[src/rtl/cpu_pkg.sv]
// Shared definitions for the 6502 core control blocks: reset-sequence states,
// stack page and the fixed hardware vector addresses.
package cpu_pkg;

    typedef enum logic [2:0] {
        StHold,
        StDummy,
        StVecLo,
        StVecHi,
        StRun
    } rst_state_e;

    localparam logic [7:0]  STACK_PAGE = 8'h01;

    localparam logic [15:0] VEC_NMI    = 16'hFFFA;
    localparam logic [15:0] VEC_RESET  = 16'hFFFC;
    localparam logic [15:0] VEC_IRQ    = 16'hFFFE;

endpackage

[src/rtl/mem_rd_port.sv]
// Single-outstanding read port: owns the registered req/addr pair, holds them until
// acked, and forces one idle cycle between consecutive requests.
module mem_rd_port
    import cpu_pkg::*;
(
    input  logic        clk,
    input  logic        reset,
    input  logic        rd_req,
    input  logic [15:0] rd_addr,
    output logic        rd_done,
    output logic [7:0]  rd_data,
    output logic        mem_req,
    output logic [15:0] mem_addr,
    input  logic        mem_ack,
    input  logic [7:0]  mem_rdata
);

    logic        req_q, req_d;
    logic [15:0] addr_q, addr_d;

    always_ff @(posedge clk) begin
        if (reset) begin
            req_q  <= 1'b0;
            addr_q <= 16'h0000;
        end else begin
            req_q  <= req_d;
            addr_q <= addr_d;
        end
    end

    // Ack takes priority, so the cycle after completion is always idle even if
    // the FSM still wants another read.
    always_comb begin
        req_d  = req_q;
        addr_d = addr_q;
        if (req_q && mem_ack) begin
            req_d = 1'b0;
        end else if (!req_q && rd_req) begin
            req_d  = 1'b1;
            addr_d = rd_addr;
        end
    end

    assign rd_done  = req_q & mem_ack;
    assign rd_data  = mem_rdata;
    assign mem_req  = req_q;
    assign mem_addr = addr_q;

endmodule

[src/rtl/cpu_reset_seq.sv]
// Reset-release sequencer: replays the 6502 reset micro-sequence (suppressed stack
// reads, vector fetch) and then hands PC, SP and I to the core.
module cpu_reset_seq
    import cpu_pkg::*;
#(
    parameter logic [15:0] VEC_ADDR = VEC_RESET,
    parameter logic [7:0]  SP_INIT  = 8'h00,
    parameter int unsigned N_DUMMY  = 3
) (
    input  logic        clk,
    input  logic        reset,
    output logic        mem_req,
    output logic [15:0] mem_addr,
    input  logic        mem_ack,
    input  logic [7:0]  mem_rdata,
    output logic [15:0] pc_out,
    output logic [7:0]  sp_out,
    output logic        i_flag,
    output logic        cpu_run,
    output logic        busy
);

    localparam logic [15:0] VecHiAddr = VEC_ADDR + 16'd1;
    localparam logic [2:0]  LastDummy = 3'(N_DUMMY - 1);
    localparam bit          SkipDummy = (N_DUMMY == 0);

    rst_state_e  state_q, state_d;
    logic [7:0]  sp_q, sp_d;
    logic [2:0]  cnt_q, cnt_d;
    logic [7:0]  lo_q, lo_d;
    logic [15:0] pc_q, pc_d;
    logic        i_flag_q;

    logic        rd_req;
    logic [15:0] rd_addr;
    logic        rd_done;
    logic [7:0]  rd_data;

    mem_rd_port u_rd_port (
        .clk       (clk),
        .reset     (reset),
        .rd_req    (rd_req),
        .rd_addr   (rd_addr),
        .rd_done   (rd_done),
        .rd_data   (rd_data),
        .mem_req   (mem_req),
        .mem_addr  (mem_addr),
        .mem_ack   (mem_ack),
        .mem_rdata (mem_rdata)
    );

    always_ff @(posedge clk) begin
        if (reset) begin
            state_q  <= StHold;
            sp_q     <= SP_INIT;
            cnt_q    <= 3'd0;
            lo_q     <= 8'h00;
            pc_q     <= 16'h0000;
            i_flag_q <= 1'b1;
        end else begin
            state_q  <= state_d;
            sp_q     <= sp_d;
            cnt_q    <= cnt_d;
            lo_q     <= lo_d;
            pc_q     <= pc_d;
        end
    end

    always_comb begin
        state_d = state_q;
        sp_d    = sp_q;
        cnt_d   = cnt_q;
        lo_d    = lo_q;
        pc_d    = pc_q;
        rd_req  = 1'b0;
        rd_addr = 16'h0000;
        case (state_q)
            StHold: begin
                state_d = SkipDummy ? StVecLo : StDummy;
            end
            StDummy: begin
                rd_req  = 1'b1;
                rd_addr = {STACK_PAGE, sp_q};
                if (rd_done) begin
                    sp_d  = sp_q - 8'd1;
                    cnt_d = cnt_q + 3'd1;
                    if (cnt_q == LastDummy) begin
                        state_d = StVecLo;
                    end
                end
            end
            StVecLo: begin
                rd_req  = 1'b1;
                rd_addr = VEC_ADDR;
                if (rd_done) begin
                    lo_d    = rd_data;
                    state_d = StVecHi;
                end
            end
            StVecHi: begin
                rd_req  = 1'b1;
                rd_addr = VecHiAddr;
                if (rd_done) begin
                    pc_d    = {rd_data, lo_q};
                    state_d = StRun;
                end
            end
            StRun: begin
                state_d = StRun;
            end
            default: begin
                state_d = StHold;
            end
        endcase
    end

    assign pc_out  = pc_q;
    assign sp_out  = sp_q;
    assign i_flag  = i_flag_q;
    assign cpu_run = (state_q == StRun);
    assign busy    = (state_q == StDummy) || (state_q == StVecLo) || (state_q == StVecHi);

endmodule

[config.mk]
export PLATFORM = sky130hd
export DESIGN_NAME = cpu_reset_seq
export DESIGN_NICKNAME = d
export VERILOG_FILES = /design/src/rtl/cpu_pkg.sv /design/src/rtl/mem_rd_port.sv /design/src/rtl/cpu_reset_seq.sv
export SDC_FILE = /design/constraint.sdc
export NUM_CORES = 1
export LEC_CHECK = 0
export CAP_MARGIN = 20
export CORE_MARGIN = 2
export CORE_UTILIZATION = 40
export DETAILED_ROUTE_END_ITERATION = 8
export GPL_TIMING_DRIVEN = 0
export PLACE_DENSITY = 0.71
export SYNTH_ARGS = -nofsm -noshare
export SYNTH_HDL_FRONTEND = slang
export SYNTH_SLANG_ARGS = --single-unit
[constraint.sdc]
create_clock -name clk -period 1.78 [get_ports clk]
set_input_delay 0.267 -clock clk [delete_from_list [all_inputs] [get_ports clk]]
set_output_delay 0.267 -clock clk [all_outputs]
set_load 0.005 [all_outputs]
After elaboration in Yosys (flattened, before gate mapping) --
Index checks and enable logic that the tools add are counted.
Cells by class: multiplexer cells 7, eq/ne operators 9, bitwise operators 2, reduce and logical (&&, ||, !) cells 13, add/sub/neg operators 2
Operator list (count):
- case mux 16 bit (3 select lines) | 1
- case mux 3 bit (5 select lines) | 1
- two-way mux 3 bit | 4
- equality test 3 x 2 -> 1 bit (second input constant) | 3
- inequality test 2 bit (second input constant) | 4
- AND reduction 2 bit | 4
- subtractor 8 x 1 -> 8 bit (second input constant) | 1
- AND reduction 4 bit | 1
- adder 3 x 1 -> 3 bit (second input constant) | 1
- equality test 3 x 1 -> 1 bit (second input constant) | 1
- equality test 3 bit (second input constant) | 1
- zero test 3 bit | 1
- OR reduction 3 bit | 1
- logical AND 1 bit | 2
- logical OR 1 bit | 2
- OR reduction 2 bit | 1
- AND 1 bit | 1
- zero test 1 bit | 1
- two-way mux 1 bit | 1
- NOT 1 bit | 1
Word-level totals: input port bits 11, output and inout bits 44, flip-flop bits (word level) 55

Longest topological paths before layout --
Gate-level depths: netlist of run 1.
depth after elaboration 5, mapped depth 7, depth with buffers taken out 5

Modules after synthesis --
Synthesis of run 1 repeated with hierarchy kept, for this count alone.
Second synthesis, totals: cell total of the unflattened synthesis 285, area total of the unflattened synthesis 2556.2 um2
Modules (own cells, without submodules):
- cpu_reset_seq | sequential area each 760.7 um2, cells an instance 202, times used 1, area an instance 1674.1 um2
- mem_rd_port | sequential area each 340.3 um2, cells an instance 83, times used 1, area an instance 882.1 um2

Worst setup path after synthesis of run 1 --
OpenSTA, ideal clock, no wires.
path kind reg-to-reg, start register state_q[2], end register sp_q[7], in the netlist sp_out[7], slack 0.131 ns, setup time 0.123 ns, arrival time 1.526 ns, buffers on the path 1, stages on the path, launching flop included 5, data required time 1.657 ns, path through dfxtp_1 -> buf_6 -> or4b_4 -> nor4_2 -> mux2_1
Between the ends: longest elaborated chain between the ends 2
Ends and longest elaborated chain:
- from (decl) | RTL line cpu_reset_seq.sv:27 | rst_state_e state_q, state_d;
- from (signal assigned) | RTL line cpu_reset_seq.sv:54 | state_q <= StHold;
- from (signal assigned) | RTL line cpu_reset_seq.sv:61 | state_q <= state_d;
- equality test 3 x 1 -> 1 bit | RTL line cpu_reset_seq.sv:77 | case (state_q)
- AND reduction 2 bit (no line)
- to (signal assigned) | RTL line cpu_reset_seq.sv:62 | sp_q <= sp_d;
- to (decl) | RTL line cpu_reset_seq.sv:28 | logic [7:0] sp_q, sp_d;
No other way between the ends. A chain may end at the register's enable or synchronous reset.

Worst setup path in the final report of run 1 --
start input mem_ack, end register sp_q[4], in the netlist sp_out[4]
Between the ends: longest elaborated chain between the ends 2
Ends and longest elaborated chain:
- from (decl) | RTL line cpu_reset_seq.sv:14 | input logic mem_ack,
- AND 1 bit | RTL line mem_rd_port.sv:44 | assign rd_done = req_q & mem_ack;
- AND reduction 2 bit (no line)
No other way between the ends.

==> impl_results.html, run 1 <==
<table>
<tr><th>Metric</th><th>Value</th></tr>
<tr><th colspan="2">Clocking</th></tr>
<tr><td>Root buf cell</td><td>sky130_fd_sc_hd__clkbuf_8</td></tr>
<tr><td>Clock tree from TritonCTS</td><td>done</td></tr>
<tr><td>Clock sink count</td><td>49</td></tr>
<tr><td>Latest clock arrival within the worst-skew pair</td><td>0.30 ns</td></tr>
<tr><td>Clock edge transition at the registers on the reported setup and hold paths</td><td>0.09 ns</td></tr>
<tr><td>Count of hold buffers inserted by post-cts repair</td><td>0</td></tr>
<tr><td>Number of clock buffers inserted by TritonCTS</td><td>5</td></tr>
<tr><td>Deepest level of the CTS H-tree</td><td>2</td></tr>
<tr><td>Maximum buffer depth of the clock tree</td><td>2</td></tr>
<tr><th colspan="2">STA</th></tr>
<tr><td>Share of the clock period used by the worst path after layout</td><td>97.9%</td></tr>
<tr><td>Smallest setup slack after layout</td><td>0.0370 ns</td></tr>
<tr><td>Max frequency</td><td>0.574 GHz</td></tr>
<tr><td>Final hold slack</td><td>0.477 ns</td></tr>
<tr><td>Final Critical Period</td><td>1.74 ns</td></tr>
<tr><td>Final Max Slew Viols</td><td>0</td></tr>
<tr><td>Setup-failing EPs final</td><td>0</td></tr>
<tr><td>Setup TNS</td><td>0 ns</td></tr>
<tr><td>Max Clock Skew</td><td>0.00523 ns</td></tr>
<tr><td>Unrepaired setup endpoints after global routing</td><td>yes</td></tr>
<tr><td>Final Hold Fails</td><td>0</td></tr>
<tr><th colspan="2">Logic synthesis</th></tr>
<tr><td>Most numerous cell types in the synthesized netlist</td><td>sky130_fd_sc_hd__dfxtp_1, sky130_fd_sc_hd__nand2b_1, sky130_fd_sc_hd__mux2i_1</td></tr>
<tr><td>Post-Syn Area per Cell</td><td>9.41 um2</td></tr>
<tr><td>Number of different library cells in the post-synthesis netlist</td><td>34</td></tr>
<tr><td>Ranking of synthesized cells by area</td><td>sky130_fd_sc_hd__dfxtp_1, sky130_fd_sc_hd__mux2i_1, sky130_fd_sc_hd__nand2b_1, sky130_fd_sc_hd__a21oi_1, sky130_fd_sc_hd__nor2_1</td></tr>
<tr><td>Cell count after synthesis</td><td>233</td></tr>
<tr><td>Cell taking the most area after synthesis</td><td>sky130_fd_sc_hd__dfxtp_1</td></tr>
<tr><td>EDFF count, synth</td><td>0</td></tr>
<tr><td>Top-count cell post-synth</td><td>sky130_fd_sc_hd__dfxtp_1</td></tr>
<tr><td>Cell area after synthesis</td><td>0.00219 mm2</td></tr>
<tr><td>Count of yosys warnings during synthesis</td><td>0</td></tr>
<tr><td>Post-synthesis register bit count</td><td>49</td></tr>
<tr><td>Share of async-settable or async-resettable flops after synthesis</td><td>0%</td></tr>
<tr><td>Sequential share of the synthesized area</td><td>44.7%</td></tr>
<tr><td>Most used DFF post-synth</td><td>sky130_fd_sc_hd__dfxtp_1</td></tr>
<tr><td>Yosys top cell area share</td><td>44.7%</td></tr>
<tr><td>Syn nets</td><td>247</td></tr>
<tr><th colspan="2">Flow run</th></tr>
<tr><td>Maximum Capacitance Violations</td><td>0</td></tr>
<tr><th colspan="2">Global routing</th></tr>
<tr><td>Vias in the first global route</td><td>1667</td></tr>
<tr><td>First-pass GRT wire length</td><td>8.00 mm</td></tr>
<tr><td>Total global-route track usage</td><td>16.4%</td></tr>
<tr><td>Remaining global-route overflow</td><td>0</td></tr>
<tr><td>Number of antenna violations at the first check in global routing</td><td>0</td></tr>
<tr><td>Pin count of the biggest net entering global routing</td><td>15</td></tr>
<tr><th colspan="2">Critical path</th></tr>
<tr><td>CP startpoint kind</td><td>input port</td></tr>
<tr><td>Critical path data required time</td><td>1.97 ns</td></tr>
<tr><td>Startpoint-to-endpoint class of the critical path</td><td>in2reg</td></tr>
<tr><td>Data arrival time of the worst path</td><td>1.93 ns</td></tr>
<tr><td>Peak fanout along the critical path</td><td>6</td></tr>
<tr><td>CP endpoint kind</td><td>flip-flop</td></tr>
<tr><th colspan="2">Place</th></tr>
<tr><td>Final estimated routing congestion in global placement</td><td>0.767</td></tr>
<tr><td>Number of port buffers</td><td>53</td></tr>
<tr><td>Pre-CTS setup slack</td><td>-0.300 ns</td></tr>
<tr><td>Placed cell areas</td><td>0.00281 mm2</td></tr>
<tr><td>Cell count after placement</td><td>356</td></tr>
<tr><td>Total half-perimeter wirelength after legalization and detailed placement</td><td>3.27 mm</td></tr>
<tr><th colspan="2">Floorplanning</th></tr>
<tr><td>Ports</td><td>55</td></tr>
<tr><td>Height of the chip</td><td>78.0 um</td></tr>
<tr><td>Chip Width</td><td>78.0 um</td></tr>
<tr><td>Floorplan Core Area</td><td>0.00520 mm2</td></tr>
<tr><td>Starting Density</td><td>42.1%</td></tr>
<tr><td>Floorplan die area</td><td>0.00609 mm2</td></tr>
<tr><td>Number of placement rows</td><td>26</td></tr>
<tr><th colspan="2">Final layout</th></tr>
<tr><td>Share of post-route cells with drive strength above 1</td><td>11.4%</td></tr>
<tr><td>Number of standard cells in the layout, taps in and fillers out</td><td>367</td></tr>
<tr><td>Core utilization of the finished layout</td><td>57.8%</td></tr>
<tr><td>Combined area of the multi-input logic cells</td><td>0.00109 mm2</td></tr>
<tr><td>Nets</td><td>310</td></tr>
<tr><td>Summed area of non-filler cells in the final layout</td><td>0.00301 mm2</td></tr>
<tr><td>Number of diodes added for antenna fixing</td><td>0</td></tr>
<tr><td>Footprint of the flip-flops and latches</td><td>983 um2</td></tr>
<tr><td>Area grow syn2layout</td><td>37.3%</td></tr>
<tr><td>Filler Cells Inserted</td><td>479</td></tr>
<tr><th colspan="2">Detailed routing</th></tr>
<tr><td>Drt total wl</td><td>4.74 mm</td></tr>
<tr><td>Iteration-0 DRC count of the detailed router</td><td>92</td></tr>
<tr><td>Drt via density</td><td>4.93</td></tr>
<tr><td>Detailed Routing Iterations Pass 1</td><td>4</td></tr>
<tr><td>DRC violations left</td><td>0</td></tr>
<tr><td>Count of nets left with antenna violations after detail routing</td><td>0</td></tr>
<tr><td>WL per Instance</td><td>12.9 um</td></tr>
<tr><td>Total vias in the final route</td><td>1811</td></tr>
<tr><th colspan="2">Worst hold path</th></tr>
<tr><td>Worst hold path type</td><td>reg2reg</td></tr>
<tr><th colspan="2">Power and ir drop</th></tr>
<tr><td>Leakage power</td><td>1.24 nW</td></tr>
<tr><td>Total power divided by cell area</td><td>695 mW/mm2</td></tr>
<tr><td>Worst voltage drop across the vdd grid</td><td>418 uV</td></tr>
<tr><td>Design Power</td><td>2.09 mW</td></tr>
<tr><th colspan="2">Status</th></tr>
<tr><td>Outcome</td><td>finished, final reports clean</td></tr>
</table>
==> worst max-delay path, cell delays in order <==
cell,delay [ns]
sky130_fd_sc_hd__clkdlybuf4s50_1,0.58
sky130_fd_sc_hd__nand3b_1,0.31
sky130_fd_sc_hd__nor4_1,0.41
sky130_fd_sc_hd__mux2_1,0.36
==> layout make-up <==
type / instances / share of cell area, %
sequential: 49 / 32.7
inverter: 6 / 0.748
timing repair buffer: 56 / 18.9
tap: 70 / 2.91
clock buffer: 7 / 3.20
buffer: 23 / 5.03
multi-input combinational: 155 / 36.4
clock inverter: 1 / 0.166
==> timing repair <==
action                                  CTS  global route
gates cloned                              0             0
gates resized for setup                  10             9
setup buffers                             2             1
endpoints found under the setup margin    2            23
pin swaps                                 1             3
==> power breakdown <==
part,internal [mW],switching (mW)
Sequential,1.12,0.0239
Clock,0.352,0.361
Combinational,0.122,0.110
Total,1.59,0.495
==> path summary, 6_finish.rpt <==
check | cells past startpoint | end | slack, ns | start
worst min register to register | 2 | u_rd_port.mem_addr[8] | 0.48 | u_rd_port.mem_addr[8]
worst max-delay path | 4 | sp_out[4] | 0.04 | mem_ack
worst max register to register | 5 | sp_out[4] | 0.06 | state_q[1]
worst min-delay path | 2 | u_rd_port.mem_addr[8] | 0.48 | u_rd_port.mem_addr[8]
==> logic make-up after synthesis <==
kind of cell,Yosys count,synth area share [%]
fa+ha+maj,3,1.71
simple gates,92,25.4
flops,49,44.7
other cells,1,0.171
mux,30,14.0
buf+inv,29,6.85
compound gates,29,7.13
==> per-layer routing <==
layer  global-route usage (%)  wire, um  vias to the layer above
met5                        0         0                        -
met4                     5.26        68                        0
met1                     21.9      2250                      857
met2                     26.8      2260                       35
met3                     3.22       155                        7
li1                         -         -                      912
==> state kept, by name, indices dropped and copies added, names as in the netlist <==
name / count
u_rd_port.mem_addr: 10
pc_out: 16
state_q: 3
sp_out: 8
lo_q: 8
u_rd_port.mem_req: 1
cnt_q: 3
==> cell usage in the layout, fill, tap and decap left out, types with 3 or more instances in the layout <==
cell	n
sky130_fd_sc_hd__o21ai_0	5
sky130_fd_sc_hd__clkdlybuf4s50_1	52
sky130_fd_sc_hd__buf_6	3
sky130_fd_sc_hd__a211oi_1	3
sky130_fd_sc_hd__a21oi_1	18
sky130_fd_sc_hd__clkbuf_8	8
sky130_fd_sc_hd__mux2_1	5
sky130_fd_sc_hd__nor2b_1	7
sky130_fd_sc_hd__ha_1	3
sky130_fd_sc_hd__nand2b_1	35
sky130_fd_sc_hd__buf_4	9
sky130_fd_sc_hd__mux2i_1	25
sky130_fd_sc_hd__nor3_1	8
sky130_fd_sc_hd__clkbuf_1	8
sky130_fd_sc_hd__inv_1	6
sky130_fd_sc_hd__nand3_1	6
sky130_fd_sc_hd__nor2_1	16
sky130_fd_sc_hd__dfxtp_1	47
Note: power is estimated with default switching activity, not from simulation.
==> run 2, diff against run 1 <==
--- a/config.mk
+++ b/config.mk
@@ -11,6 +11,7 @@
 export DETAILED_ROUTE_END_ITERATION = 8
 export GPL_TIMING_DRIVEN = 0
 export PLACE_DENSITY = 0.71
+export REMOVE_ABC_BUFFERS = 1
 export SYNTH_ARGS = -nofsm -noshare
 export SYNTH_HDL_FRONTEND = slang
 export SYNTH_SLANG_ARGS = --single-unit
==> run 2 against run 1 <==
Against the previous run:
- critical endpoint is now sp_out[6]
- power up 3.3%
- fmax up 0.94%
- utilization down 3.1 points
- clock-buffer cell count unchanged
- sequential share of layout area up 2.0 points
- register-to-register slack about the same
- die area unchanged
- largest cell class unchanged
- clock skew down 0.00079 ns
- sequential cell count unchanged
- worst setup slack better by 0.016 ns
- critical path depth unchanged
- combinational power down 13%
==> impl_results.html, run 2 (synthesis gave the netlist of run 1 again) <==
<table>
<tr><th>Metric</th><th>Value</th></tr>
<tr><th colspan="2">Critical path</th></tr>
<tr><td>Origin of the critical flop-to-flop path</td><td>state_q[1]</td></tr>
<tr><td>Crit path max-delay cell type</td><td>sky130_fd_sc_hd__clkdlybuf4s50_1</td></tr>
<tr><td>Largest stage delay, worst path</td><td>0.60 ns</td></tr>
<tr><td>Critical path data required time</td><td>1.97 ns</td></tr>
<tr><td>Peak fanout along the critical path</td><td>6</td></tr>
<tr><td>Crit path launch</td><td>mem_ack</td></tr>
<tr><td>Series of cell instances along the critical path</td><td>clkdlybuf4s50_1 -&gt; nand3b_1 -&gt; nor4_1 -&gt; mux2_1</td></tr>
<tr><td>Worst Reg2Reg Path Length in Cells</td><td>3</td></tr>
<tr><td>Data arrival time of the worst path</td><td>1.92 ns</td></tr>
<tr><td>Reg2reg end</td><td>sp_out[7]</td></tr>
<tr><td>Register-to-register path setup slack</td><td>0.05 ns</td></tr>
<tr><td>CP startpoint kind</td><td>input port</td></tr>
<tr><td>CP endpoint kind</td><td>flip-flop</td></tr>
<tr><td>Startpoint-to-endpoint class of the critical path</td><td>in2reg</td></tr>
<tr><th colspan="2">Flow run</th></tr>
<tr><td>Maximum Capacitance Violations</td><td>0</td></tr>
<tr><th colspan="2">Clocking</th></tr>
<tr><td>Count of hold buffers inserted by post-cts repair</td><td>0</td></tr>
<tr><td>Root buf cell</td><td>sky130_fd_sc_hd__clkbuf_8</td></tr>
<tr><td>Deepest level of the CTS H-tree</td><td>2</td></tr>
<tr><td>Clock sink count</td><td>49</td></tr>
<tr><td>Maximum buffer depth of the clock tree</td><td>2</td></tr>
<tr><td>Clock edge transition at the registers on the reported setup and hold paths</td><td>0.09 ns</td></tr>
<tr><td>Clock tree from TritonCTS</td><td>done</td></tr>
<tr><td>Latest clock arrival within the worst-skew pair</td><td>0.30 ns</td></tr>
<tr><td>Number of clock buffers inserted by TritonCTS</td><td>5</td></tr>
<tr><th colspan="2">Final layout</th></tr>
<tr><td>Footprint of the flip-flops and latches</td><td>990 um2</td></tr>
<tr><td>Combined area of the multi-input logic cells</td><td>0.00108 mm2</td></tr>
<tr><td>Nets</td><td>286</td></tr>
<tr><td>Share of post-route cells with drive strength above 1</td><td>6.96%</td></tr>
<tr><td>Commonest cells after routing, fill and taps aside</td><td>sky130_fd_sc_hd__clkdlybuf4s50_1, sky130_fd_sc_hd__dfxtp_1, sky130_fd_sc_hd__nand2b_1, sky130_fd_sc_hd__mux2i_1, sky130_fd_sc_hd__a21oi_1</td></tr>
<tr><td>Area grow syn2layout</td><td>30.0%</td></tr>
<tr><td>Filler Cells Inserted</td><td>508</td></tr>
<tr><td>Largest register FFs</td><td>16</td></tr>
<tr><td>Core utilization of the finished layout</td><td>54.8%</td></tr>
<tr><td>Most frequent standard cell in the layout excluding fill and tap cells</td><td>sky130_fd_sc_hd__clkdlybuf4s50_1</td></tr>
<tr><td>Number of diodes added for antenna fixing</td><td>0</td></tr>
<tr><td>Number of standard cells in the layout, taps in and fillers out</td><td>343</td></tr>
<tr><td>Summed area of non-filler cells in the final layout</td><td>0.00285 mm2</td></tr>
<tr><th colspan="2">Global routing</th></tr>
<tr><td>Most heavily used metal layer in global routing</td><td>met2</td></tr>
<tr><td>Pin count of the biggest net entering global routing</td><td>63</td></tr>
<tr><td>Met2 layer usage reported by global route</td><td>24.8%</td></tr>
<tr><td>Total global-route track usage</td><td>14.8%</td></tr>
<tr><td>GRT met1 Usage</td><td>18.0%</td></tr>
<tr><td>Remaining global-route overflow</td><td>0</td></tr>
<tr><td>First-pass GRT wire length</td><td>7.31 mm</td></tr>
<tr><td>Routing usage on met3</td><td>5.17%</td></tr>
<tr><td>Vias in the first global route</td><td>1603</td></tr>
<tr><td>Number of antenna violations at the first check in global routing</td><td>0</td></tr>
<tr><th colspan="2">Worst hold path</th></tr>
<tr><td>Critical hold path startpoint</td><td>pc_out[3]</td></tr>
<tr><td>Hold-critical path endpoint</td><td>pc_out[3]</td></tr>
<tr><td>Worst hold path stage count</td><td>2</td></tr>
<tr><td>Worst hold path type</td><td>reg2reg</td></tr>
<tr><th colspan="2">STA</th></tr>
<tr><td>Final Max Slew Viols</td><td>0</td></tr>
<tr><td>Smallest setup slack after layout</td><td>0.0533 ns</td></tr>
<tr><td>Worst relative slew slack</td><td>40.4%</td></tr>
<tr><td>Unrepaired setup endpoints after global routing</td><td>yes</td></tr>
<tr><td>Final Critical Period</td><td>1.73 ns</td></tr>
<tr><td>Max frequency</td><td>0.579 GHz</td></tr>
<tr><td>Share of the clock period used by the worst path after layout</td><td>97.0%</td></tr>
<tr><td>Max Clock Skew</td><td>0.00444 ns</td></tr>
<tr><td>Final Hold Fails</td><td>0</td></tr>
<tr><td>Setup-failing EPs final</td><td>0</td></tr>
<tr><td>Final hold slack</td><td>0.481 ns</td></tr>
<tr><td>Pin slew with the least headroom to its limit</td><td>0.893 ns</td></tr>
<tr><th colspan="2">Floorplanning</th></tr>
<tr><td>Floorplan Core Area</td><td>0.00520 mm2</td></tr>
<tr><td>Ports</td><td>55</td></tr>
<tr><td>Height of the chip</td><td>78.0 um</td></tr>
<tr><td>Chip Width</td><td>78.0 um</td></tr>
<tr><td>Floorplan die area</td><td>0.00609 mm2</td></tr>
<tr><td>Starting Density</td><td>42.1%</td></tr>
<tr><td>Number of placement rows</td><td>26</td></tr>
<tr><th colspan="2">Detailed routing</th></tr>
<tr><td>Drt via density</td><td>4.81</td></tr>
<tr><td>Count of nets left with antenna violations after detail routing</td><td>0</td></tr>
<tr><td>Total vias in the final route</td><td>1651</td></tr>
<tr><td>Drt total wl</td><td>4.32 mm</td></tr>
<tr><td>DRC violations left</td><td>0</td></tr>
<tr><td>Detailed Routing Iterations Pass 1</td><td>4</td></tr>
<tr><td>WL per Instance</td><td>12.6 um</td></tr>
<tr><td>Iteration-0 DRC count of the detailed router</td><td>54</td></tr>
<tr><th colspan="2">Power and ir drop</th></tr>
<tr><td>Total power divided by cell area</td><td>757 mW/mm2</td></tr>
<tr><td>Leakage power</td><td>1.13 nW</td></tr>
<tr><td>Worst voltage drop across the vdd grid</td><td>452 uV</td></tr>
<tr><th colspan="2">Place</th></tr>
<tr><td>Pre-CTS setup slack</td><td>-0.756 ns</td></tr>
<tr><td>Total half-perimeter wirelength after legalization and detailed placement</td><td>2.92 mm</td></tr>
<tr><td>Cell count after placement</td><td>333</td></tr>
<tr><td>Placed cell areas</td><td>0.00268 mm2</td></tr>
<tr><td>Final estimated routing congestion in global placement</td><td>0.717</td></tr>
<tr><td>Number of port buffers</td><td>53</td></tr>
<tr><th colspan="2">Status</th></tr>
<tr><td>Outcome</td><td>finished, final reports clean</td></tr>
</table>
[run 2: where the power goes]
part / leakage, nW / internal [mW] / switching [mW]
combinational: 0.673 / 0.110 / 0.0925
sequential: 0.399 / 1.12 / 0.0276
clock: 0.0585 / 0.458 / 0.352
total: 1.13 / 1.69 / 0.472
[run 2: per-layer routing]
layer,up-vias,share of wire [%]
met5,-,0
met4,0,0.62
met3,4,6.1
met2,40,48
met1,751,45
li1,856,-
[run 2: cell type report]
class | instances | share of cell area (%)
clock inverter | 1 | 1.05
sequential | 49 | 34.7
inverter | 6 | 0.790
timing repair buffer | 55 | 19.4
tap | 70 | 3.07
clock buffer | 7 | 3.03
multi-input combinational | 155 | 37.9
[run 2: worst max path at each step]
stage,cells after the start,slack [ns],to
after floorplan,3,0.04,pc_out[0]
after global placement,3,-0.75,cnt_q[2]
after detailed placement,4,-0.76,pc_out[10]
after CTS,4,0.02,cpu_run
after global routing,4,-0.02,sp_out[4]
final,4,0.05,sp_out[6]
[run 2: what timing repair did]
| item | in CTS | in global routing |
|---|---|---|
| resized for setup | 7 | 2 |
| endpoints found under the hold margin | 0 | 0 |
| pin swaps | 0 | 1 |
| endpoints found under the setup margin | 21 | 5 |
| buffers inserted | 0 | 2 |
[run 2: stage by stage]
stage               total power, mW  TNS (ns)
global placement               1.37    -31.34
finish                         2.16         0
floorplan                      1.26         0
detailed placement             1.37    -14.64
global route                   2.26   -0.0287
CTS                            2.18         0
[run 2: critical path: cells and delay by family]
family,cells,cell delay (ns)
simple gates,2,0.70
buf+inv,1,0.60
mux,1,0.36
==> RTL change: new RTL, config.mk and constraints of run 1 <==
Register the output `i_flag` once more, with the module's reset; this adds one clock of latency there. The other outputs are not delayed to match.
--- a/src/rtl/cpu_reset_seq.sv
+++ b/src/rtl/cpu_reset_seq.sv
@@ -118,3 +118,9 @@
     assign sp_out  = sp_q;
-    assign i_flag  = i_flag_q;
+    always_ff @(posedge clk) begin
+        if (reset) begin
+            i_flag <= '0;
+        end else begin
+            i_flag <= i_flag_q;
+        end
+    end
     assign cpu_run = (state_q == StRun);
Function: changed (Yosys sat finds a counterexample within 4 cycles, from zero or initial values and one cycle with reset high).
==> RTL change against run 1 <==
- sequential cell count up 1
- design area shrank 1.5%
- setup slack better by 0.038 ns
- area after synthesis is 0.63% higher
- total power decreased by 0.68%
- count of clock-buffer cells in the layout unchanged
- routed wire length rose by 6.6%
- utilization decreased by 3.0 points
- first-iteration DRC count up 1.1%
==> RTL change: results (changes against run 1) <==
- HPWL after DPL: 3.76 mm (was 3.27 mm)
- Hold Slack: 0.478 ns (was 0.477 ns)
- Status: finished, final reports clean (unchanged)
- Wire length on met3: 251 µm (was 155 µm)
- Met2 routed WL: 2.33 mm (was 2.26 mm)
- Final-layout clock-cell area share: 3.08% (was 3.37%)
- Final WL: 5.05 mm (was 4.74 mm)
- Final cell count without fillers: 368 (was 367)
- FILL cells: 520 (was 479)
- Sequential area share after synthesis: 45.4% (was 44.7%)
- Fmax: 587 MHz (was 574 MHz)
- GRT Total Usage: 17.4% (was 16.4%)
- Syn nets: 249 (was 247)
- Largest net degree at the start of global routing: 18 (was 15)
- Multi-input gate share of total cell area: 36.0% (was 36.4%)
- Post-synth cell types: 36 (was 34)
- R2r setup slk: 0.08 ns (was 0.06 ns)
- P_leak: 1.10 nW (was 1.24 nW)
- #MultiIn Comb: 154 (was 155)
- Share of post-route cells with drive strength above 1: 19.3% (was 11.4%)
- Multi-input logic area: 1070 µm² (was 1090 µm²)
- Vias per cell: 5.11 (was 4.93)
- Top FF cell, synth: dfxtp_1 (unchanged)
- Seq/total area: 33.9% (was 32.7%)
- Met1 wire length: 2.36 mm (was 2.25 mm)
- Sink Count: 50 (was 49)
- GR met1 Demand/Resource: 21.3% (was 21.9%)
- Setup Skew: 0.00790 ns (was 0.00523 ns)
- Met3 Usage GRT: 3.79% (was 3.22%)
- Critical Path AT: 1.90 ns (was 1.93 ns)
- Ranking of synthesized cells by area: dfxtp_1 45%, a31o_2 6.4%, nand2b_1 5.4% (was dfxtp_1 45%, mux2i_1 11%, nand2b_1 10%)
- Vias in the first global route: 1830 (was 1667)
- Die W: 78.3 µm (was 78.0 µm)
- Synth cell count leaders: 50 x dfxtp_1, 19 x nand2b_1, 19 x nor4_1 (was 49 x dfxtp_1, 35 x nand2b_1, 25 x mux2i_1)
- Synth area leader: dfxtp_1 (unchanged)
- Nets: 309 (was 310)
- Non-clk invs: 7 (was 6)
- Iter 0 DRT Violations: 93 (was 92)
- Max FFs per register: 16 (unchanged)
- Post-CTS Setup Repair Bufs: 0 (was 2)
- Placer's final routability congestion estimate: 0.832 (was 0.767)
- Largest fanout on the critical path: 10 (was 6)
- Placed Instances: 361 (was 356)
- GR Layer Usage met2: 29.1% (was 26.8%)
- Avg Cell Area, Syn: 9.39 µm² (was 9.41 µm²)
- Cell Area, Placed: 2840 µm² (was 2810 µm²)
- Port bufs: 54 (was 53)
- Peak VDD IR: 0.000530 V (was 0.000418 V)
- Non-clock buffer share of cell area: 23.1% (was 23.9%)
[RTL change: cell count changes in the layout (fill, tap and decap cells not counted), moves of 2 or more]
cell,delta
or2_1,-2
nand2b_1,-16
clkbuf_1,+3
a31o_2,+16
mux2_1,-5
o21ai_0,+7
or2_2,+2
mux2_2,+5
nor3_1,-6
nor4_1,+17
clkbuf_8,-2
mux2i_1,-16
[RTL change: kinds of logic (layout without fill, tap and decap cells)]
kind of cell / Yosys count / after routing / synth area share, %
AO/OA/AOI/OAI: 51 / 51 / 14.8
adder cells (fa/ha/maj): 3 / 3 / 1.70
multiplexers: 14 / 14 / 6.64
flip-flops: 50 / 50 / 45.4
buffers and inverters: 31 / 92 / 7.15
AND/OR/NAND/NOR: 86 / 86 / 24.3
[RTL change: where the power goes]
group | leakage (nW) | switching (mW) | internal, mW
clock | 0.0482 | 0.357 | 0.314
sequential | 0.406 | 0.0240 | 1.14
combinational | 0.649 | 0.117 | 0.119
total | 1.10 | 0.498 | 1.58
[RTL change: worst max-delay path, stage by stage (launching register included)]
cell     delay, ns
dfxtp_1       0.32
buf_6         0.13
or4b_4        0.56
nor4_2        0.23
mux2_2        0.35
[RTL change: path summary, 6_finish.rpt]
path / depth (start not counted) / endpoint / startpoint
max reg2reg: 4 / sp_out[5]$_SDFFE_PP0P_ / state_q[2]$_SDFFE_PP0P_
min reg2reg: 2 / u_rd_port.mem_addr[0]$_SDFFE_PP0P_ / u_rd_port.mem_addr[0]$_SDFFE_PP0P_
max: 4 / sp_out[5]$_SDFFE_PP0P_ / state_q[2]$_SDFFE_PP0P_
min: 2 / u_rd_port.mem_addr[0]$_SDFFE_PP0P_ / u_rd_port.mem_addr[0]$_SDFFE_PP0P_
[RTL change: timing repair]
item                       CTS  global route
pin swaps                    0             2
setup endpoints to repair   13            20
resized for setup            9             7
